### src/rtl/elevator_scheduler_pkg.sv
// Shared encodings and default sizes for the elevator scheduler and its bench.
package elevator_pkg;

    localparam int DEF_BUTTONS_WIDTH = 8;
    localparam int DEF_LEVEL_WIDTH   = 3;

    typedef logic [1:0] dir_t;
    localparam dir_t DIR_IDLE = 2'b00;
    localparam dir_t DIR_UP   = 2'b01;
    localparam dir_t DIR_DOWN = 2'b10;

    typedef logic [1:0] state_t;
    localparam state_t ST_IDLE  = 2'd0;
    localparam state_t ST_UP    = 2'd1;
    localparam state_t ST_DOWN  = 2'd2;
    localparam state_t ST_DWELL = 2'd3;

endpackage

### src/rtl/elevator_scheduler_if.sv
// Car/button side bundle: requests and car status in, target and lamps out.
interface elevator_scheduler_if
    import elevator_pkg::*;
#(
    parameter int BUTTONS_WIDTH = DEF_BUTTONS_WIDTH,
    parameter int LEVEL_WIDTH   = DEF_LEVEL_WIDTH
);
    logic [BUTTONS_WIDTH-1:0] btn_in;
    logic [BUTTONS_WIDTH-1:0] btn_up_out;
    logic [BUTTONS_WIDTH-1:0] btn_down_out;
    logic [LEVEL_WIDTH-1:0]   level;
    logic                     arrive;
    logic                     door_closed;
    logic [LEVEL_WIDTH-1:0]   target;
    logic                     target_valid;
    dir_t                     dir;
    logic [BUTTONS_WIDTH-1:0] pend_in;
    logic [BUTTONS_WIDTH-1:0] pend_up;
    logic [BUTTONS_WIDTH-1:0] pend_down;

    modport master (
        output btn_in, btn_up_out, btn_down_out, level, arrive, door_closed,
        input  target, target_valid, dir, pend_in, pend_up, pend_down
    );

    modport slave (
        input  btn_in, btn_up_out, btn_down_out, level, arrive, door_closed,
        output target, target_valid, dir, pend_in, pend_up, pend_down
    );

endinterface

### src/rtl/elevator_scheduler_floor_search.sv
// Nearest set bit strictly above / strictly below a floor index.
module floor_search
    import elevator_pkg::*;
#(
    parameter int BUTTONS_WIDTH = DEF_BUTTONS_WIDTH,
    parameter int LEVEL_WIDTH   = DEF_LEVEL_WIDTH
) (
    input  logic [BUTTONS_WIDTH-1:0] vec,
    input  logic [LEVEL_WIDTH-1:0]   level,
    output logic [LEVEL_WIDTH-1:0]   lo_above,
    output logic [LEVEL_WIDTH-1:0]   hi_above,
    output logic [LEVEL_WIDTH-1:0]   lo_below,
    output logic [LEVEL_WIDTH-1:0]   hi_below,
    output logic                     found_above,
    output logic                     found_below
);

    // Ascending scan: first hit is the lowest, last hit the highest.
    always_comb begin
        lo_above    = '0;
        hi_above    = '0;
        lo_below    = '0;
        hi_below    = '0;
        found_above = 1'b0;
        found_below = 1'b0;
        for (int i = 0; i < BUTTONS_WIDTH; i++) begin
            if (vec[i] && (LEVEL_WIDTH'(i) > level)) begin
                if (!found_above) lo_above = LEVEL_WIDTH'(i);
                hi_above    = LEVEL_WIDTH'(i);
                found_above = 1'b1;
            end
            if (vec[i] && (LEVEL_WIDTH'(i) < level)) begin
                if (!found_below) lo_below = LEVEL_WIDTH'(i);
                hi_below    = LEVEL_WIDTH'(i);
                found_below = 1'b1;
            end
        end
    end

endmodule

### src/rtl/elevator_scheduler.sv
// Single-car sweep scheduler: latches calls, picks the next stop, clears served calls.
module elevator_scheduler
    import elevator_pkg::*;
#(
    parameter int BUTTONS_WIDTH = DEF_BUTTONS_WIDTH,
    parameter int LEVEL_WIDTH   = DEF_LEVEL_WIDTH
) (
    input logic                 clk,
    input logic                 reset,
    elevator_scheduler_if.slave bus
);

    localparam logic [BUTTONS_WIDTH-1:0] ONE       = {{(BUTTONS_WIDTH-1){1'b0}}, 1'b1};
    // No up call exists at the top floor, no down call at the bottom floor.
    localparam logic [BUTTONS_WIDTH-1:0] UP_MASK   = ~(ONE << (BUTTONS_WIDTH - 1));
    localparam logic [BUTTONS_WIDTH-1:0] DOWN_MASK = ~ONE;

    state_t                   state_q, state_d;
    dir_t                     dir_q, dir_d;
    logic [LEVEL_WIDTH-1:0]   target_q, target_d;
    logic                     valid_q, valid_d;
    logic [BUTTONS_WIDTH-1:0] pend_in_q, pend_in_d, pend_up_q, pend_up_d, pend_dn_q, pend_dn_d;
    logic [BUTTONS_WIDTH-1:0] set_in, set_up, set_dn, clr_in, clr_up, clr_dn, lvl_onehot;
    logic [LEVEL_WIDTH-1:0]   up_tgt, dn_tgt;
    logic                     up_ok, dn_ok, any_above, any_below, at_level, at_target;

    logic [LEVEL_WIDTH-1:0] un_lo_a, un_hi_a, un_lo_b, un_hi_b;
    logic [LEVEL_WIDTH-1:0] uf_lo_a, uf_hi_a, uf_lo_b, uf_hi_b;
    logic [LEVEL_WIDTH-1:0] dn_lo_a, dn_hi_a, dn_lo_b, dn_hi_b;
    logic [LEVEL_WIDTH-1:0] df_lo_a, df_hi_a, df_lo_b, df_hi_b;
    logic                   un_fa, un_fb, uf_fa, uf_fb, dn_fa, dn_fb, df_fa, df_fb;
    logic                   unused_search;

    // Up sweep: stops for car and up calls, then the farthest down call above.
    floor_search #(.BUTTONS_WIDTH(BUTTONS_WIDTH), .LEVEL_WIDTH(LEVEL_WIDTH)) u_up_near (
        .vec(pend_in_q | pend_up_q), .level(bus.level),
        .lo_above(un_lo_a), .hi_above(un_hi_a), .lo_below(un_lo_b), .hi_below(un_hi_b),
        .found_above(un_fa), .found_below(un_fb)
    );
    floor_search #(.BUTTONS_WIDTH(BUTTONS_WIDTH), .LEVEL_WIDTH(LEVEL_WIDTH)) u_up_far (
        .vec(pend_dn_q), .level(bus.level),
        .lo_above(uf_lo_a), .hi_above(uf_hi_a), .lo_below(uf_lo_b), .hi_below(uf_hi_b),
        .found_above(uf_fa), .found_below(uf_fb)
    );
    // Down sweep: stops for car and down calls, then the farthest up call below.
    floor_search #(.BUTTONS_WIDTH(BUTTONS_WIDTH), .LEVEL_WIDTH(LEVEL_WIDTH)) u_dn_near (
        .vec(pend_in_q | pend_dn_q), .level(bus.level),
        .lo_above(dn_lo_a), .hi_above(dn_hi_a), .lo_below(dn_lo_b), .hi_below(dn_hi_b),
        .found_above(dn_fa), .found_below(dn_fb)
    );
    floor_search #(.BUTTONS_WIDTH(BUTTONS_WIDTH), .LEVEL_WIDTH(LEVEL_WIDTH)) u_dn_far (
        .vec(pend_up_q), .level(bus.level),
        .lo_above(df_lo_a), .hi_above(df_hi_a), .lo_below(df_lo_b), .hi_below(df_hi_b),
        .found_above(df_fa), .found_below(df_fb)
    );

    assign unused_search = ^{un_hi_a, un_lo_b, un_hi_b, un_fb, uf_lo_a, uf_lo_b, uf_hi_b, uf_fb,
                             dn_lo_a, dn_hi_a, dn_lo_b, dn_fa, df_lo_a, df_hi_a, df_hi_b, df_fa};

    assign lvl_onehot = ONE << bus.level;
    assign any_above  = un_fa | uf_fa;
    assign any_below  = dn_fb | df_fb;
    assign at_level   = |((pend_in_q | pend_up_q | pend_dn_q) & lvl_onehot);
    assign at_target  = valid_q && (bus.level == target_q);

    // Candidate targets per sweep; an exhausted side falls back to the other side.
    always_comb begin
        up_ok = 1'b1;
        dn_ok = 1'b1;
        if (un_fa)      up_tgt = un_lo_a;
        else if (uf_fa) up_tgt = uf_hi_a;
        else if (dn_fb) up_tgt = dn_hi_b;
        else if (df_fb) up_tgt = df_lo_b;
        else begin
            up_tgt = target_q;
            up_ok  = 1'b0;
        end
        if (dn_fb)      dn_tgt = dn_hi_b;
        else if (df_fb) dn_tgt = df_lo_b;
        else if (un_fa) dn_tgt = un_lo_a;
        else if (uf_fa) dn_tgt = uf_hi_a;
        else begin
            dn_tgt = target_q;
            dn_ok  = 1'b0;
        end
    end

    // Sweep FSM, served-call clearing and registered target selection.
    always_comb begin
        state_d = state_q;
        clr_in  = '0;
        clr_up  = '0;
        clr_dn  = '0;
        set_in  = bus.btn_in;
        set_up  = bus.btn_up_out & UP_MASK;
        set_dn  = bus.btn_down_out & DOWN_MASK;
        if (state_q == ST_DWELL) begin
            set_in = set_in & ~lvl_onehot;
            set_up = set_up & ~lvl_onehot;
            set_dn = set_dn & ~lvl_onehot;
        end

        case (state_q)
            ST_IDLE: begin
                if (at_level)       state_d = ST_DWELL;
                else if (any_above) state_d = ST_UP;
                else if (any_below) state_d = ST_DOWN;
            end
            ST_UP, ST_DOWN: begin
                if (bus.arrive && at_target) state_d = ST_DWELL;
            end
            default: begin
                if (bus.door_closed) begin
                    if (dir_q == DIR_DOWN) begin
                        if (any_below)      state_d = ST_DOWN;
                        else if (any_above) state_d = ST_UP;
                        else                state_d = ST_IDLE;
                    end else begin
                        if (any_above)      state_d = ST_UP;
                        else if (any_below) state_d = ST_DOWN;
                        else                state_d = ST_IDLE;
                    end
                end
            end
        endcase

        // Opposite hall call at this floor is served too once the sweep turns here.
        if (state_d == ST_DWELL && state_q != ST_DWELL) begin
            clr_in = lvl_onehot;
            if (dir_q == DIR_UP) begin
                clr_up = lvl_onehot;
                if (!any_above) clr_dn = lvl_onehot;
            end else if (dir_q == DIR_DOWN) begin
                clr_dn = lvl_onehot;
                if (!any_below) clr_up = lvl_onehot;
            end else begin
                clr_up = lvl_onehot;
                clr_dn = lvl_onehot;
            end
        end

        pend_in_d = (pend_in_q | set_in) & ~clr_in;
        pend_up_d = (pend_up_q | set_up) & ~clr_up;
        pend_dn_d = (pend_dn_q | set_dn) & ~clr_dn;

        case (state_d)
            ST_IDLE:  dir_d = DIR_IDLE;
            ST_UP:    dir_d = DIR_UP;
            ST_DOWN:  dir_d = DIR_DOWN;
            default:  dir_d = dir_q;
        endcase

        target_d = target_q;
        valid_d  = 1'b0;
        // Once the car sits at its target, hold it so a late arrive is still honoured.
        if ((state_d == ST_UP || state_d == ST_DOWN) && state_q == state_d && at_target) begin
            valid_d = 1'b1;
        end else if (state_d == ST_UP) begin
            target_d = up_tgt;
            valid_d  = up_ok;
        end else if (state_d == ST_DOWN) begin
            target_d = dn_tgt;
            valid_d  = dn_ok;
        end
    end

    // State and request registers.
    always_ff @(posedge clk or posedge reset) begin
        if (reset) begin
            state_q   <= ST_IDLE;
            dir_q     <= DIR_IDLE;
            target_q  <= '0;
            valid_q   <= 1'b0;
            pend_in_q <= '0;
            pend_up_q <= '0;
            pend_dn_q <= '0;
        end else begin
            state_q   <= state_d;
            dir_q     <= dir_d;
            target_q  <= target_d;
            valid_q   <= valid_d;
            pend_in_q <= pend_in_d;
            pend_up_q <= pend_up_d;
            pend_dn_q <= pend_dn_d;
        end
    end

    assign bus.target       = target_q;
    assign bus.target_valid = valid_q;
    assign bus.dir          = dir_q;
    assign bus.pend_in      = pend_in_q;
    assign bus.pend_up      = pend_up_q;
    assign bus.pend_down    = pend_dn_q;

endmodule
### src/flat_wrapper.sv
// flat-port wrapper written by rule: the top's interface ports become plain ports
module elevator_scheduler_flat import elevator_pkg::*;
#(
    parameter int BUTTONS_WIDTH = DEF_BUTTONS_WIDTH,
    parameter int LEVEL_WIDTH   = DEF_LEVEL_WIDTH
)
  (clk, reset, bus_btn_in, bus_btn_up_out, bus_btn_down_out, bus_level, bus_arrive, bus_door_closed, bus_target, bus_target_valid, bus_dir, bus_pend_in, bus_pend_up, bus_pend_down);
  elevator_scheduler_if #(.BUTTONS_WIDTH(BUTTONS_WIDTH), .LEVEL_WIDTH(LEVEL_WIDTH)) bus_i ();
  input logic clk;
  input logic reset;
  input wire logic [$bits(bus_i.btn_in)-1:0] bus_btn_in;
  input wire logic [$bits(bus_i.btn_up_out)-1:0] bus_btn_up_out;
  input wire logic [$bits(bus_i.btn_down_out)-1:0] bus_btn_down_out;
  input wire logic [$bits(bus_i.level)-1:0] bus_level;
  input wire logic [$bits(bus_i.arrive)-1:0] bus_arrive;
  input wire logic [$bits(bus_i.door_closed)-1:0] bus_door_closed;
  output wire logic [$bits(bus_i.target)-1:0] bus_target;
  output wire logic [$bits(bus_i.target_valid)-1:0] bus_target_valid;
  output wire logic [$bits(bus_i.dir)-1:0] bus_dir;
  output wire logic [$bits(bus_i.pend_in)-1:0] bus_pend_in;
  output wire logic [$bits(bus_i.pend_up)-1:0] bus_pend_up;
  output wire logic [$bits(bus_i.pend_down)-1:0] bus_pend_down;
  assign bus_i.btn_in = bus_btn_in;
  assign bus_i.btn_up_out = bus_btn_up_out;
  assign bus_i.btn_down_out = bus_btn_down_out;
  assign bus_i.level = bus_level;
  assign bus_i.arrive = bus_arrive;
  assign bus_i.door_closed = bus_door_closed;
  assign bus_target = bus_i.target;
  assign bus_target_valid = bus_i.target_valid;
  assign bus_dir = bus_i.dir;
  assign bus_pend_in = bus_i.pend_in;
  assign bus_pend_up = bus_i.pend_up;
  assign bus_pend_down = bus_i.pend_down;
  elevator_scheduler #(.BUTTONS_WIDTH(BUTTONS_WIDTH), .LEVEL_WIDTH(LEVEL_WIDTH)) u_core (.clk(clk), .reset(reset), .bus(bus_i));
endmodule
### config.mk
export PLATFORM = sky130hd
export DESIGN_NAME = elevator_scheduler_flat
export DESIGN_NICKNAME = d
export VERILOG_FILES = /design/src/rtl/elevator_scheduler_pkg.sv /design/src/rtl/elevator_scheduler_if.sv /design/src/rtl/elevator_scheduler_floor_search.sv /design/src/rtl/elevator_scheduler.sv /design/src/flat_wrapper.sv
export SDC_FILE = /design/constraint.sdc
export NUM_CORES = 1
export LEC_CHECK = 0
export ABC_CLOCK_PERIOD_IN_PS = 6100
export CAP_MARGIN = 15
export CORE_MARGIN = 3
export CORE_UTILIZATION = 45
export DETAILED_ROUTE_END_ITERATION = 16
export HOLD_SLACK_MARGIN = 0.02
export PLACE_DENSITY_LB_ADDON = 0.12
export SLEW_MARGIN = 40
export SYNTH_ARGS = -nofsm -noshare
export SYNTH_HDL_FRONTEND = slang
export SYNTH_SLANG_ARGS = --single-unit
### constraint.sdc
create_clock -name clk -period 6.1 [get_ports clk]
set_input_delay 0.61 -clock clk [delete_from_list [all_inputs] [get_ports clk]]
set_output_delay 0.61 -clock clk [all_outputs]
set_load 0.02 [all_outputs]
==> run summary <==
CTS-repair resized insts - 0
Setup crit start - bus_level[2]
CTS clk-pin slew, worst paths - 0.06 ns
Tot GR Track Use - 0.261
Crit path DAT - 4.68 ns
Post-route setup slack - 1.55 ns
Clk root buf - clkbuf_8
CTS tree - built
Via density - 6.25
Setup TNS - 0 ns
Max cap viols - 0
CP Class - input pin to flop
F_max - 220 MHz
Nets - 407
RSZ-0062 raised after global routing - false
Layout cells sized above 1 - 0.0676
Syn_nets - 347
Die X - 80.4 um
FILL cells - 495
Slew HR - 0.441
Fin crit share - 0.746
CP max-delay cell - nor4_4
Initial antenna violation count - 0
#FFs+latches synth - 32
Yosys cell types - 62
# port buffers - 58
Initial DRC count - 149
Final Skew - 0.00167 ns
Post CTS Setup Buffer Count - 0
Min-Delay Path Class - flop to flop
Post-synth EDFFs - 0
Die Span Y - 80.4 um
Synth top area share - 0.321
Async SR Flop Fraction - 1.00
Final Critical Period - 4.55 ns
Top cells by area, synth - dfrtp_1 32%, a21oi_1 12%, nand2_1 4.5%
Setup violators final - 0
Drt pass-1 iters - 5
Global route total overflow - 0
Mapped Area - 0.00249 sq mm
Largest stage delay, worst path - 0.61 ns
Status - finished, final reports clean
Clock Path Buffers - 2
Skew-Pair Late Insertion Delay - 0.29 ns
Pwr Density - 407 mW/mm^2
Worst r2r src - u_core.bus.pend_up[5]$_DFF_PP0_
Crit. End Element - flop
Yosys warns - 0
P&R area growth vs syn - 29.9%
Routed wire length - 7900 um
Wire per inst - 18.0 um
ANT cells - 0
HP Start - u_core.bus.target[1]$_DFFE_PP0P_
DIE AREA - 0.00647 sq mm
Core ar. - 0.00524 sq mm
GP Congestion - 0.928
Most frequent CP cell - buf_4
Slew Viols, Final - 0
TritonCTS Buffers - 5
Dpl ws - 1.30 ns
First-pass GRT wire length - 12,800 um
Post-cts hold buffer count - 0
Register area share after synthesis - 0.321
DR vias - 2,749
Crit-path cells - clkdlybuf4s50_1, buf_4, and3_1, o22ai_1, nor4_4, nand2_2, o21ai_0, a221o_1, and2_1, ha_1, nor2b_1, inv_1, a31oi_1, buf_4, a21boi_0
H-tree Lvls - 2
Initial Utilization - 0.476
Vias in the first global route - 2,568
CP Data Required Time - 6.22 ns
ANT nets after route - 0
Ports - 61
HPWL Detailed - 5700 um
Clock Sinks - 32
Avg Cell Area, Syn - 8.04 sq um
Final Hold Vio Count - 0
DRC - 0
Most area-hungry cell type in the Yosys netlist - dfrtp_1
Leakage - 0.00116 uW
Crit start category - input pin
Peak supply drop - 0.224 mV
Largest net degree at the start of global routing - 34
CP Max Fanout - 33
Gate Count Post-Synth - 310
Commonest register cell after synthesis - dfrtp_1
Slew @ Worst Pin - 0.832 ns
FP Rows - 26
-- cells in the final DEF, fill, tap and decap left out, drive strengths merged, types with 4 or more instances in the layout --
master | netlist | routed
clkdlybuf4s50 | 0 | 58
nand2 | 31 | 31
nor4 | 5 | 5
nor2 | 29 | 29
o211ai | 5 | 5
buf | 7 | 7
ha | 6 | 6
clkbuf | 5 | 7
nor3 | 9 | 9
nand3 | 4 | 4
dfrtp | 32 | 32
a31oi | 5 | 5
or3 | 8 | 8
a21oi | 60 | 60
mux2 | 4 | 4
nor2b | 4 | 4
o21ai | 16 | 16
a31o | 4 | 4
inv | 11 | 11
-- sequential cells by signal (all words and copies together), names as in the netlist --
register,cells
u_core.bus.pend_up,8
u_core.bus.pend_in,8
u_core.bus.target,3
u_core.bus.target_valid,1
u_core.bus.dir,2
u_core.bus.pend_down,8
u_core.state_q,2
-- cell usage after synthesis (all sizes together) (3+ instances only) --
library cell,number
a211oi,3
a21boi,3
a21oi,60
a22o,3
a31o,4
a31oi,5
a41oi,3
buf,7
clkbuf,5
dfrtp,32
ha,6
inv,11
mux2,4
nand2,31
nand2b,3
nand3,4
nor2,29
nor2b,4
nor3,9
nor4,5
o211ai,5
o21a,3
o21ai,16
o22a,3
or3,8
xnor2,3
-- critical path: cells and delay by family --
family / cells / cell delay [ns]
AND/OR/NAND/NOR: 5 / 1.59
AO/OA/AOI/OAI: 5 / 1.17
buffers and inverters: 4 / 1.07
adder cells (fa/ha/maj): 1 / 0.22
-- final timing paths --
check	end	slack [ns]	depth (start not counted)
max	u_core.bus.pend_down[0]$_DFF_PP0_	1.55	15
min	u_core.bus.target[1]$_DFFE_PP0P_	0.54	1
max reg2reg	u_core.bus.pend_down[0]$_DFF_PP0_	2.36	13
min reg2reg	u_core.bus.target[1]$_DFFE_PP0P_	0.54	1
max in group asynchronous	u_core.bus.pend_down[6]$_DFF_PP0_	5.09	3
min in group asynchronous	u_core.bus.pend_up[0]$_DFF_PP0_	0.70	3
-- logic make-up after synthesis --
group	count (synthesis)	share of synthesized area
adder cells (fa/ha/maj)	6	0.0301
AO/OA/AOI/OAI	134	0.354
AND/OR/NAND/NOR	107	0.216
multiplexers	5	0.0221
flip-flops	32	0.321
XOR/XNOR	3	0.0105
buffers and inverters	23	0.0457
-- layout make-up --
cell class                 count  area [sq um]  share of cell area
multi-input combinational    255          1580               0.487
sequential                    32           801               0.247
timing repair buffer          65           633               0.196
clock buffer                   7          96.3              0.0298
tap                           70          87.6              0.0271
inverter                      11          41.3              0.0128
-- where the power goes --
part           internal, uW  total, uW  switching, uW
clock network           100        178           77.7
logic                   342        778            435
registers               274        363           88.8
total                   717       1320            602
-- stage by stage --
stage | cells | hold slack [ns] | utilization | instance area [sq um] | total power (uW)
finish | 440 | 0.539 | 0.618 | 3240 | 1320
floorplan | 310 | 0.614 | - | 2490 | 844
global route | 440 | 0.571 | 0.618 | 3240 | 1420
global placement | 433 | 0.529 | 0.600 | 3140 | 1130
CTS | 440 | 0.544 | 0.618 | 3240 | 1320
detailed placement | 433 | 0.532 | 0.600 | 3140 | 1140
-- routing by layer --
layer,wire length [um],track usage
met5,0,0
met4,233,0.110
met3,499,0.0404
met2,3680,0.417
met1,3490,0.349
Power figures use the tool's default switching activity.
